--- src/rtl/mem_arb_pkg.sv ---
// rtl/mem_arb_pkg.sv - shared types and widths for the I/D cacheline memory arbiter
package mem_arb_pkg;
    localparam int LINE_W = 256;
    localparam int ADDR_W = 32;

    typedef enum logic [1:0] {
        IDLE,
        GRANT_I,
        GRANT_D
    } arb_state_t;

    typedef enum logic {
        REQ_I,
        REQ_D
    } req_id_t;
endpackage

--- src/rtl/mem_arbiter_if.sv ---
// rtl/mem_arbiter_if.sv - I-cache, D-cache and adaptor signals seen by the arbiter
interface mem_arbiter_if;
    import mem_arb_pkg::*;

    logic [ADDR_W-1:0] i_addr;
    logic              i_read;
    logic [LINE_W-1:0] i_rdata;
    logic              i_resp;
    logic [ADDR_W-1:0] d_addr;
    logic              d_read;
    logic              d_write;
    logic [LINE_W-1:0] d_wdata;
    logic [LINE_W-1:0] d_rdata;
    logic              d_resp;
    logic [ADDR_W-1:0] m_addr;
    logic              m_read;
    logic              m_write;
    logic [LINE_W-1:0] m_wdata;
    logic [LINE_W-1:0] m_rdata;
    logic              m_resp;
    logic              err_timeout;

    // master is the arbiter itself; slave is everything around it
    modport master (
        input  i_addr, i_read, d_addr, d_read, d_write, d_wdata, m_rdata, m_resp,
        output i_rdata, i_resp, d_rdata, d_resp, m_addr, m_read, m_write, m_wdata,
               err_timeout
    );

    modport slave (
        output i_addr, i_read, d_addr, d_read, d_write, d_wdata, m_rdata, m_resp,
        input  i_rdata, i_resp, d_rdata, d_resp, m_addr, m_read, m_write, m_wdata,
               err_timeout
    );
endinterface

--- src/rtl/rr_pick2.sv ---
// rtl/rr_pick2.sv - two-way round-robin pick; ties go to whoever was not served last
module rr_pick2
    import mem_arb_pkg::*;
(
    input  logic    i_req,
    input  logic    d_req,
    input  req_id_t last_grant,
    output logic    valid,
    output req_id_t pick
);
    always_comb begin
        valid = i_req | d_req;
        pick  = REQ_I;
        if (d_req && (!i_req || last_grant == REQ_I)) begin
            pick = REQ_D;
        end
    end
endmodule

--- src/rtl/mem_arbiter.sv ---
// rtl/mem_arbiter.sv - shares one cacheline memory port between I-cache and D-cache
module mem_arbiter
    import mem_arb_pkg::*;
#(
    parameter int TIMEOUT = 1024
) (
    input  logic          clk,
    input  logic          rst,
    mem_arbiter_if.master bus
);
    localparam int              CNT_W   = $clog2(TIMEOUT + 1);
    localparam logic [CNT_W-1:0] CNT_MAX = CNT_W'(TIMEOUT);

    arb_state_t        state;
    req_id_t           last_grant;
    logic [ADDR_W-1:0] addr_q;
    logic              read_q;
    logic              write_q;
    logic [LINE_W-1:0] wdata_q;
    logic [CNT_W-1:0]  wd_cnt;
    logic              err_q;

    logic    pick_valid;
    req_id_t pick;

    rr_pick2 u_pick (
        .i_req      (bus.i_read),
        .d_req      (bus.d_read | bus.d_write),
        .last_grant (last_grant),
        .valid      (pick_valid),
        .pick       (pick)
    );

    always_ff @(posedge clk) begin
        if (rst) begin
            state      <= IDLE;
            last_grant <= REQ_D;
            addr_q     <= '0;
            read_q     <= 1'b0;
            write_q    <= 1'b0;
            wdata_q    <= '0;
            wd_cnt     <= '0;
            err_q      <= 1'b0;
        end else begin
            case (state)
                IDLE: begin
                    if (pick_valid) begin
                        wd_cnt <= '0;
                        if (pick == REQ_I) begin
                            addr_q  <= bus.i_addr;
                            read_q  <= 1'b1;
                            write_q <= 1'b0;
                            wdata_q <= '0;
                            state   <= GRANT_I;
                        end else begin
                            addr_q  <= bus.d_addr;
                            read_q  <= !bus.d_write;
                            write_q <= bus.d_write;
                            wdata_q <= bus.d_wdata;
                            state   <= GRANT_D;
                        end
                    end
                end
                GRANT_I, GRANT_D: begin
                    if (bus.m_resp) begin
                        last_grant <= (state == GRANT_I) ? REQ_I : REQ_D;
                        read_q     <= 1'b0;
                        write_q    <= 1'b0;
                        state      <= IDLE;
                    end else if (wd_cnt != CNT_MAX) begin
                        // saturating count; the flag only reports, the transaction keeps waiting
                        wd_cnt <= wd_cnt + 1'b1;
                        if (wd_cnt == CNT_MAX - 1'b1) begin
                            err_q <= 1'b1;
                        end
                    end
                end
                default: state <= IDLE;
            endcase
        end
    end

    logic i_done;
    logic d_done;

    assign i_done = (state == GRANT_I) && bus.m_resp;
    assign d_done = (state == GRANT_D) && bus.m_resp;

    // request lines drop in the completion cycle so the adaptor never sees a stale strobe
    assign bus.m_addr      = addr_q;
    assign bus.m_read      = read_q  && !bus.m_resp;
    assign bus.m_write     = write_q && !bus.m_resp;
    assign bus.m_wdata     = wdata_q;
    assign bus.i_resp      = i_done;
    assign bus.d_resp      = d_done;
    assign bus.i_rdata     = (i_done && read_q) ? bus.m_rdata : '0;
    assign bus.d_rdata     = (d_done && read_q) ? bus.m_rdata : '0;
    assign bus.err_timeout = err_q;
endmodule

--- src/flat_wrapper.sv ---
// flat-port wrapper written by rule: the top's interface ports become plain ports
module mem_arbiter_flat import mem_arb_pkg::*;
#(
    parameter int TIMEOUT = 1024
)
  (clk, rst, bus_i_addr, bus_i_read, bus_d_addr, bus_d_read, bus_d_write, bus_d_wdata, bus_m_rdata, bus_m_resp, bus_i_rdata, bus_i_resp, bus_d_rdata, bus_d_resp, bus_m_addr, bus_m_read, bus_m_write, bus_m_wdata, bus_err_timeout);
  mem_arbiter_if bus_i ();
  input  logic clk;
  input  logic rst;
  input wire logic [$bits(bus_i.i_addr)-1:0] bus_i_addr;
  input wire logic [$bits(bus_i.i_read)-1:0] bus_i_read;
  input wire logic [$bits(bus_i.d_addr)-1:0] bus_d_addr;
  input wire logic [$bits(bus_i.d_read)-1:0] bus_d_read;
  input wire logic [$bits(bus_i.d_write)-1:0] bus_d_write;
  input wire logic [$bits(bus_i.d_wdata)-1:0] bus_d_wdata;
  input wire logic [$bits(bus_i.m_rdata)-1:0] bus_m_rdata;
  input wire logic [$bits(bus_i.m_resp)-1:0] bus_m_resp;
  output wire logic [$bits(bus_i.i_rdata)-1:0] bus_i_rdata;
  output wire logic [$bits(bus_i.i_resp)-1:0] bus_i_resp;
  output wire logic [$bits(bus_i.d_rdata)-1:0] bus_d_rdata;
  output wire logic [$bits(bus_i.d_resp)-1:0] bus_d_resp;
  output wire logic [$bits(bus_i.m_addr)-1:0] bus_m_addr;
  output wire logic [$bits(bus_i.m_read)-1:0] bus_m_read;
  output wire logic [$bits(bus_i.m_write)-1:0] bus_m_write;
  output wire logic [$bits(bus_i.m_wdata)-1:0] bus_m_wdata;
  output wire logic [$bits(bus_i.err_timeout)-1:0] bus_err_timeout;
  assign bus_i.i_addr = bus_i_addr;
  assign bus_i.i_read = bus_i_read;
  assign bus_i.d_addr = bus_d_addr;
  assign bus_i.d_read = bus_d_read;
  assign bus_i.d_write = bus_d_write;
  assign bus_i.d_wdata = bus_d_wdata;
  assign bus_i.m_rdata = bus_m_rdata;
  assign bus_i.m_resp = bus_m_resp;
  assign bus_i_rdata = bus_i.i_rdata;
  assign bus_i_resp = bus_i.i_resp;
  assign bus_d_rdata = bus_i.d_rdata;
  assign bus_d_resp = bus_i.d_resp;
  assign bus_m_addr = bus_i.m_addr;
  assign bus_m_read = bus_i.m_read;
  assign bus_m_write = bus_i.m_write;
  assign bus_m_wdata = bus_i.m_wdata;
  assign bus_err_timeout = bus_i.err_timeout;
  mem_arbiter #(.TIMEOUT(TIMEOUT)) u_core (.clk(clk), .rst(rst), .bus(bus_i));
endmodule
--- config.mk ---
export PLATFORM = sky130hd
export DESIGN_NAME = mem_arbiter_flat
export DESIGN_NICKNAME = d
export VERILOG_FILES = /design/src/rtl/mem_arb_pkg.sv /design/src/rtl/mem_arbiter_if.sv /design/src/rtl/rr_pick2.sv /design/src/rtl/mem_arbiter.sv /design/src/flat_wrapper.sv
export SDC_FILE = /design/constraint.sdc
export NUM_CORES = 1
export LEC_CHECK = 0
export BUFFER_PORTS_ARGS = -buffer_cell sky130_fd_sc_hd__buf_2
export CAP_MARGIN = 10
export CORE_AREA = 2 2 538 540
export DETAILED_ROUTE_END_ITERATION = 16
export DIE_AREA = 0 0 540 542
export GPL_TIMING_DRIVEN = 1
export HOLD_SLACK_MARGIN = 0.15
export PLACE_DENSITY = 0.3
export SYNTH_ARGS = -nofsm -noshare
export SYNTH_HDL_FRONTEND = slang
export SYNTH_SLANG_ARGS = --single-unit
--- constraint.sdc ---
create_clock -name clk -period 1.9 [get_ports clk]
set_input_delay 0.095 -clock clk [delete_from_list [all_inputs] [get_ports clk]]
set_output_delay 0.095 -clock clk [all_outputs]
set_load 0.005 [all_outputs]
After elaboration in Yosys (flattened, before gate mapping)
Cells that the tools add are included.
Storage, ports and cells
  output and inout port bits: 805
  word-level logic and storage cells: 62
  register bits after elaboration: 305
  input bits: 582
Cells by class
  reduce and logical (&&, ||, !) cells: 20
  multiplexer cells: 21
  $add $sub $neg: 1
  equality and inequality tests: 8
  bitwise operators: 4
Operators with widths (number)
  $mux 256: 3
  $mux 11: 3
  $mux 32: 1
  $pmux 11 s2: 1
  $add 11x1->11 const B: 1
  $eq 11x10->1 const B: 1
  $ne 11x11->1 const B: 1
  $reduce_and 4->1: 2
  $logic_and 1x1->1: 7
  $mux 1: 7
  $mux 2: 3
  $reduce_and 2->1: 3
  $ne 2x1->1 const B: 2
  $ne 2x2->1 const B: 2
  $pmux 1 s2: 2
  $pmux 2 s2: 1
  $logic_not 1->1: 3
  $reduce_and 3->1: 1
  $eq 2x1->1 const B: 1
  $eq 2x2->1 const B: 1
  $logic_not 2->1: 1
  $not 1->1: 2
  $or 1x1->1: 2
  $reduce_bool 2->1: 1
  other kinds (2): 2

Longest topological paths before layout
  word-level depth: 7
  mapped depth: 8

Hierarchy
Synthesis repeated with hierarchy kept, for this count alone.
Unflattened totals
  cells, all modules: 1975
  area total of the unflattened synthesis: 14965.6 um^2
By module, submodules not included
  mem_arbiter: instances 1, seq. area each 6105.9 um^2, area each 14951.8 um^2, cells each 1973
  rr_pick2: instances 1, seq. area each 0.0 um^2, area each 13.8 um^2, cells each 2

Least setup slack after synthesis
No wires, ideal clock.
  kind: register to register
  start: reg u_core.state[0]
  end: reg u_core.wd_cnt[3]
  arrival time: 1.744 ns
  period minus slack after synthesis: 1.862 ns
  slack: 0.038 ns
  stages on the path, launching flop included: 7
  buffers on the path: 0
  setup time: 0.117 ns
  required time: 1.783 ns
  path through: dfxtp_1 -> inv_1 -> ha_1 -> and2b_1 -> and4b_1 -> a211o_1 -> a32o_1
On the way
  longest elaborated chain between the ends: 4
  elaborated cells on any way between the ends: 10
  classes of those cells: 5 x eq/ne; 1 x mux; 4 x reduce/logical
RTL lines
  start, declared: RTL line mem_arbiter.sv:14  | arb_state_t state;
  start signal, assigned: RTL line mem_arbiter.sv:36  | state <= IDLE;
  start signal, assigned: RTL line mem_arbiter.sv:54  | state <= GRANT_I;
  start signal, assigned: RTL line mem_arbiter.sv:60  | state <= GRANT_D;
  $eq 2x2->1 / $eq 2x1->1 (equally long branches): RTL line mem_arbiter.sv:45  | case (state)
  $reduce_or 2->1: RTL line mem_arbiter.sv:45
  $ne 2x1->1 (no line), or another cell as far along
  $reduce_and 4->1 (no line)
  end signal, assigned: RTL line mem_arbiter.sv:72  | wd_cnt <= wd_cnt + 1'b1;
  end, declared: RTL line mem_arbiter.sv:20  | logic [CNT_W-1:0] wd_cnt;
Several ways; a longest one is shown, not always the timed one.
A chain may end at the register's enable or synchronous reset.

Worst setup path after layout
  start: reg u_core.state[0]
  end: out bus_d_rdata[254]
On the way
  longest elaborated chain between the ends: 4
RTL lines
  $eq 2x2->1: RTL line mem_arbiter.sv:87  | assign d_done = (state == GRANT_D) && bus.m_resp;
  $logic_and 1x1->1: RTL line mem_arbiter.sv:87
  $logic_and 1x1->1: RTL line mem_arbiter.sv:97  | assign bus.d_rdata = (d_done && read_q) ? bus.m_rdata : '0;
  $mux 256: RTL line mem_arbiter.sv:97
  end, declared: RTL line flat_wrapper.sv:20  | output wire logic [$bits(bus_i.d_rdata)-1:0] bus_d_rdata;
No other way between the ends.

==> run metrics <==
max incr delay on CP=0.35 ns; register bit total from synthesis=305; Pre-Repair DR Iteration Count=5; Die H=542 µm; # fillers=33400; Async SR Flop Fraction=0%; Row Count=197; period utilisation layout=128%; reg2reg end=u_core.wd_cnt[4]; Worst slew margin=31.3%; worst hold path endpoint=u_core.bus.m_wdata[32]; R2R depth=7; synthesized instance count=1725; TritonCTS clock tree=yes; largest net degree at the start of global routing=69; Clk network pwr share=34.9%; die width=540 µm; clk buf depth=3; antenna viol nets, final=0; DRT Wirelength=215000 µm; Post-layout nets=4061; Pleak=15.5 nW; Crit path required time=1.80 ns; H-tree levels=2; total power=22.8 mW; RSZ-0062 raised after global routing=true; Slew @ Worst Pin=1.03 ns; worst skew pair latency=0.64 ns; ys flop type=dfxtp_1; status=complete, but fails checks; syn nets=2313; core area=0.287 mm²; final count of pins violating max slew=0; final clock skew=0.0385 ns; Sw Ratio=37.0%; die area=0.293 mm²; crit path kind=flip-flop to output pin; DP HPWL=188000 µm; Reg area=0.00611 mm²; combinational share of power=32.9%; EDFF count, synth=0; worst vdd ir=550 µV; Crit. End Element=output pin; number of buffers created by CTS=41; Worst Slack Setup Final=-0.524 ns; Post-Syn Area=0.0142 mm²; Crit Path Max Fanout=7; DP Cell Count=6824; vias per std cell=2.97; CP max stage cell=dfxtp_2; crit path launch type=flip-flop; initial drt markers=1531; Final Hold Viols=0; r2r setup slk=-0.14 ns; synth warn=0; Hold WC Path Type=input pin to flip-flop; FMAX=413 MHz; Critical Path AT=2.33 ns; hold wc startpoint=bus_d_wdata[32]; post-route DRC violation count=0; multi-input logic area=0.00773 mm²; antenna violations before repair=205; Seq pwr share=32.2%; CTS root buf=clkbuf_16; I/O pin count=1387; GP Congestion=0.883; Yosys cell types=44; cells along the critical path=inv_2 -> buf_6 -> ha_4 -> and3_4 -> buf_16 -> buf_16 -> clkbuf_16 -> and2_4 -> buf_6; PwrDens=683 mW/mm²; RR Startpoint=u_core.state[0]; Vias=21700; switching power total=8.44 mW; Int Power=14.4 mW; gr ovfl total=0; Initial Utilization=4.96%; final non-filler cell total=7312; GR Util All Layers=14.0%; Reg clk slew, reported paths=0.06 ns; I/O Buffers=1386; Seq/Total Area, Yosys=42.9%; first-pass GRT wire length=259000 µm; CTS Sinks=305; minimum clock period after layout=2.42 ns; Final setup viols=565; routed length per instance=29.5 µm; hold depth=4; Area growth syn-to-layout=135%; Syn Area/Cell=8.24 µm²; failing checks=setup timing; max cap viols=0; vias in the first global route=21400; share of layout cells above drive strength 1=48.7%
sequential cells by signal, indices dropped and copies added (netlist names):
signal,flops
u_core.bus.err_timeout,1
u_core.wd_cnt,11
u_core.state,2
u_core.bus.m_addr,32
u_core.read_q,1
u_core.write_q,1
u_core.last_grant,1
u_core.bus.m_wdata,256
timing repair:
item | in CTS | in global routing
hold buffers | 343 | 0
setup buffers | 15 | 3
setup endpoints to repair | 534 | 759
endpoints found under the hold margin | 300 | 0
cloned | 19 | 8
resized for setup | 176 | 134
pin swaps | 23 | 35
Yosys cell counts, types with 2 or more instances:
library cell,number,area [µm²]
dfxtp_1,305,6110
and3_1,3,18.8
o21ai_0,5,25.0
a311oi_1,36,315
ha_1,6,75.1
a31oi_1,3,18.8
a211o_1,2,17.5
a21oi_1,7,35.0
inv_1,7,26.3
o211ai_1,2,15.0
o221ai_1,2,17.5
nand2_1,76,285
and4_1,3,26.3
buf_1,3,11.3
buf_2,54,270
a32oi_1,2,17.5
nor2b_1,5,31.3
nand4_1,3,18.8
a22oi_1,255,1910
and2_1,516,3230
nand2b_1,3,18.8
nor3_1,3,15.0
a32o_1,3,30.0
clkbuf_1,104,390
nor2_1,293,1100
nand3_1,6,30.0
how the worst max path moves through the flow:
stage	start	endpoint	slack [ns]	cells after the start
global route	u_core.state[0]	bus_d_rdata[254]	-0.63	9
floorplan	u_core.state[0]	u_core.wd_cnt[3]	0.04	6
finish	u_core.state[0]	bus_d_rdata[254]	-0.52	9
detailed placement	bus_d_write	u_core.bus.m_wdata[121]	-0.1	6
global placement	u_core.state[0]	u_core.wd_cnt[4]	-0.16	6
CTS	u_core.state[0]	bus_i_rdata[5]	-0.62	8
cell usage in the layout, fill, tap and decap left out, types with 6 or more instances in the layout:
cell,synthesis,final
clkbuf_1,104,8
dfxtp_1,305,303
nor2_1,293,293
and2_4,0,102
nand3_1,6,6
a311oi_1,36,36
and2_1,516,414
diode_2,0,29
a22oi_1,255,255
clkbuf_16,0,49
buf_16,0,26
buf_2,54,1272
buf_12,0,48
nand2_1,76,76
dlygate4sd3_1,0,343
buf_4,1,65
buf_6,0,99
clkbuf_8,0,6
a21oi_1,7,7
stage by stage:
step | area [µm²] | setup TNS (ns) | worst slack (ns) | hold WS, ns | util [%]
final | 33400 | -216.62 | -0.524 | 0.243 | 11.6
after global routing | 33300 | -296.55 | -0.628 | 0.201 | 11.6
after CTS | 32600 | -272.84 | -0.617 | 0.159 | 11.4
after detailed placement | 26600 | -6.38 | -0.0984 | 0.338 | 9.26
after global placement | 26600 | -6.29 | -0.160 | 0.330 | 9.26
after floorplan | 14200 | 0 | 0.0384 | 0.220 | -
cell families after synthesis:
group / count (synthesis) / share of synthesized area, %
buffers and inverters: 169 / 4.96
adder cells (fa/ha/maj): 6 / 0.528
flip-flops: 305 / 42.9
AND/OR/NAND/NOR: 920 / 34.1
AO/OA/AOI/OAI: 325 / 17.5
final cells by class:
| cell class | instances | share of cell area [%] |
|---|---|---|
| inverters | 7 | 0.0788 |
| multi-input cells | 1251 | 23.2 |
| clock buffers | 55 | 3.41 |
| clock inverters | 17 | 0.544 |
| well taps | 3781 | 14.2 |
| diodes | 29 | 0.218 |
| flip-flops and latches | 305 | 18.3 |
| repair buffers | 1867 | 40.1 |
worst max-delay path: cells and delay by family (launching register included):
family,cells,cell delay (ns)
simple gates,2,0.35
flops,1,0.35
buf+inv,6,0.81
fa+ha+maj,1,0.14
metal layers:
layer | track usage [%] | share of wire, % | up-vias
met2 | 22.3 | 44 | 1590
li1 | - | - | 9381
met4 | 3.44 | 3.4 | 34
met5 | 1.41 | 0.30 | -
met1 | 16.1 | 39 | 10300
met3 | 7.50 | 13 | 361
power by group through the flow:
stage	Sequential [mW]	Clock, mW	Combinational (mW)
detailed placement	7.48	0	6.64
finish	7.34	7.97	7.49
floorplan	7.48	0	2.06
CTS	7.35	8.45	7.63
global placement	7.46	0	6.67
global route	7.42	8.63	8.11
Power figures use the tool's default switching activity.
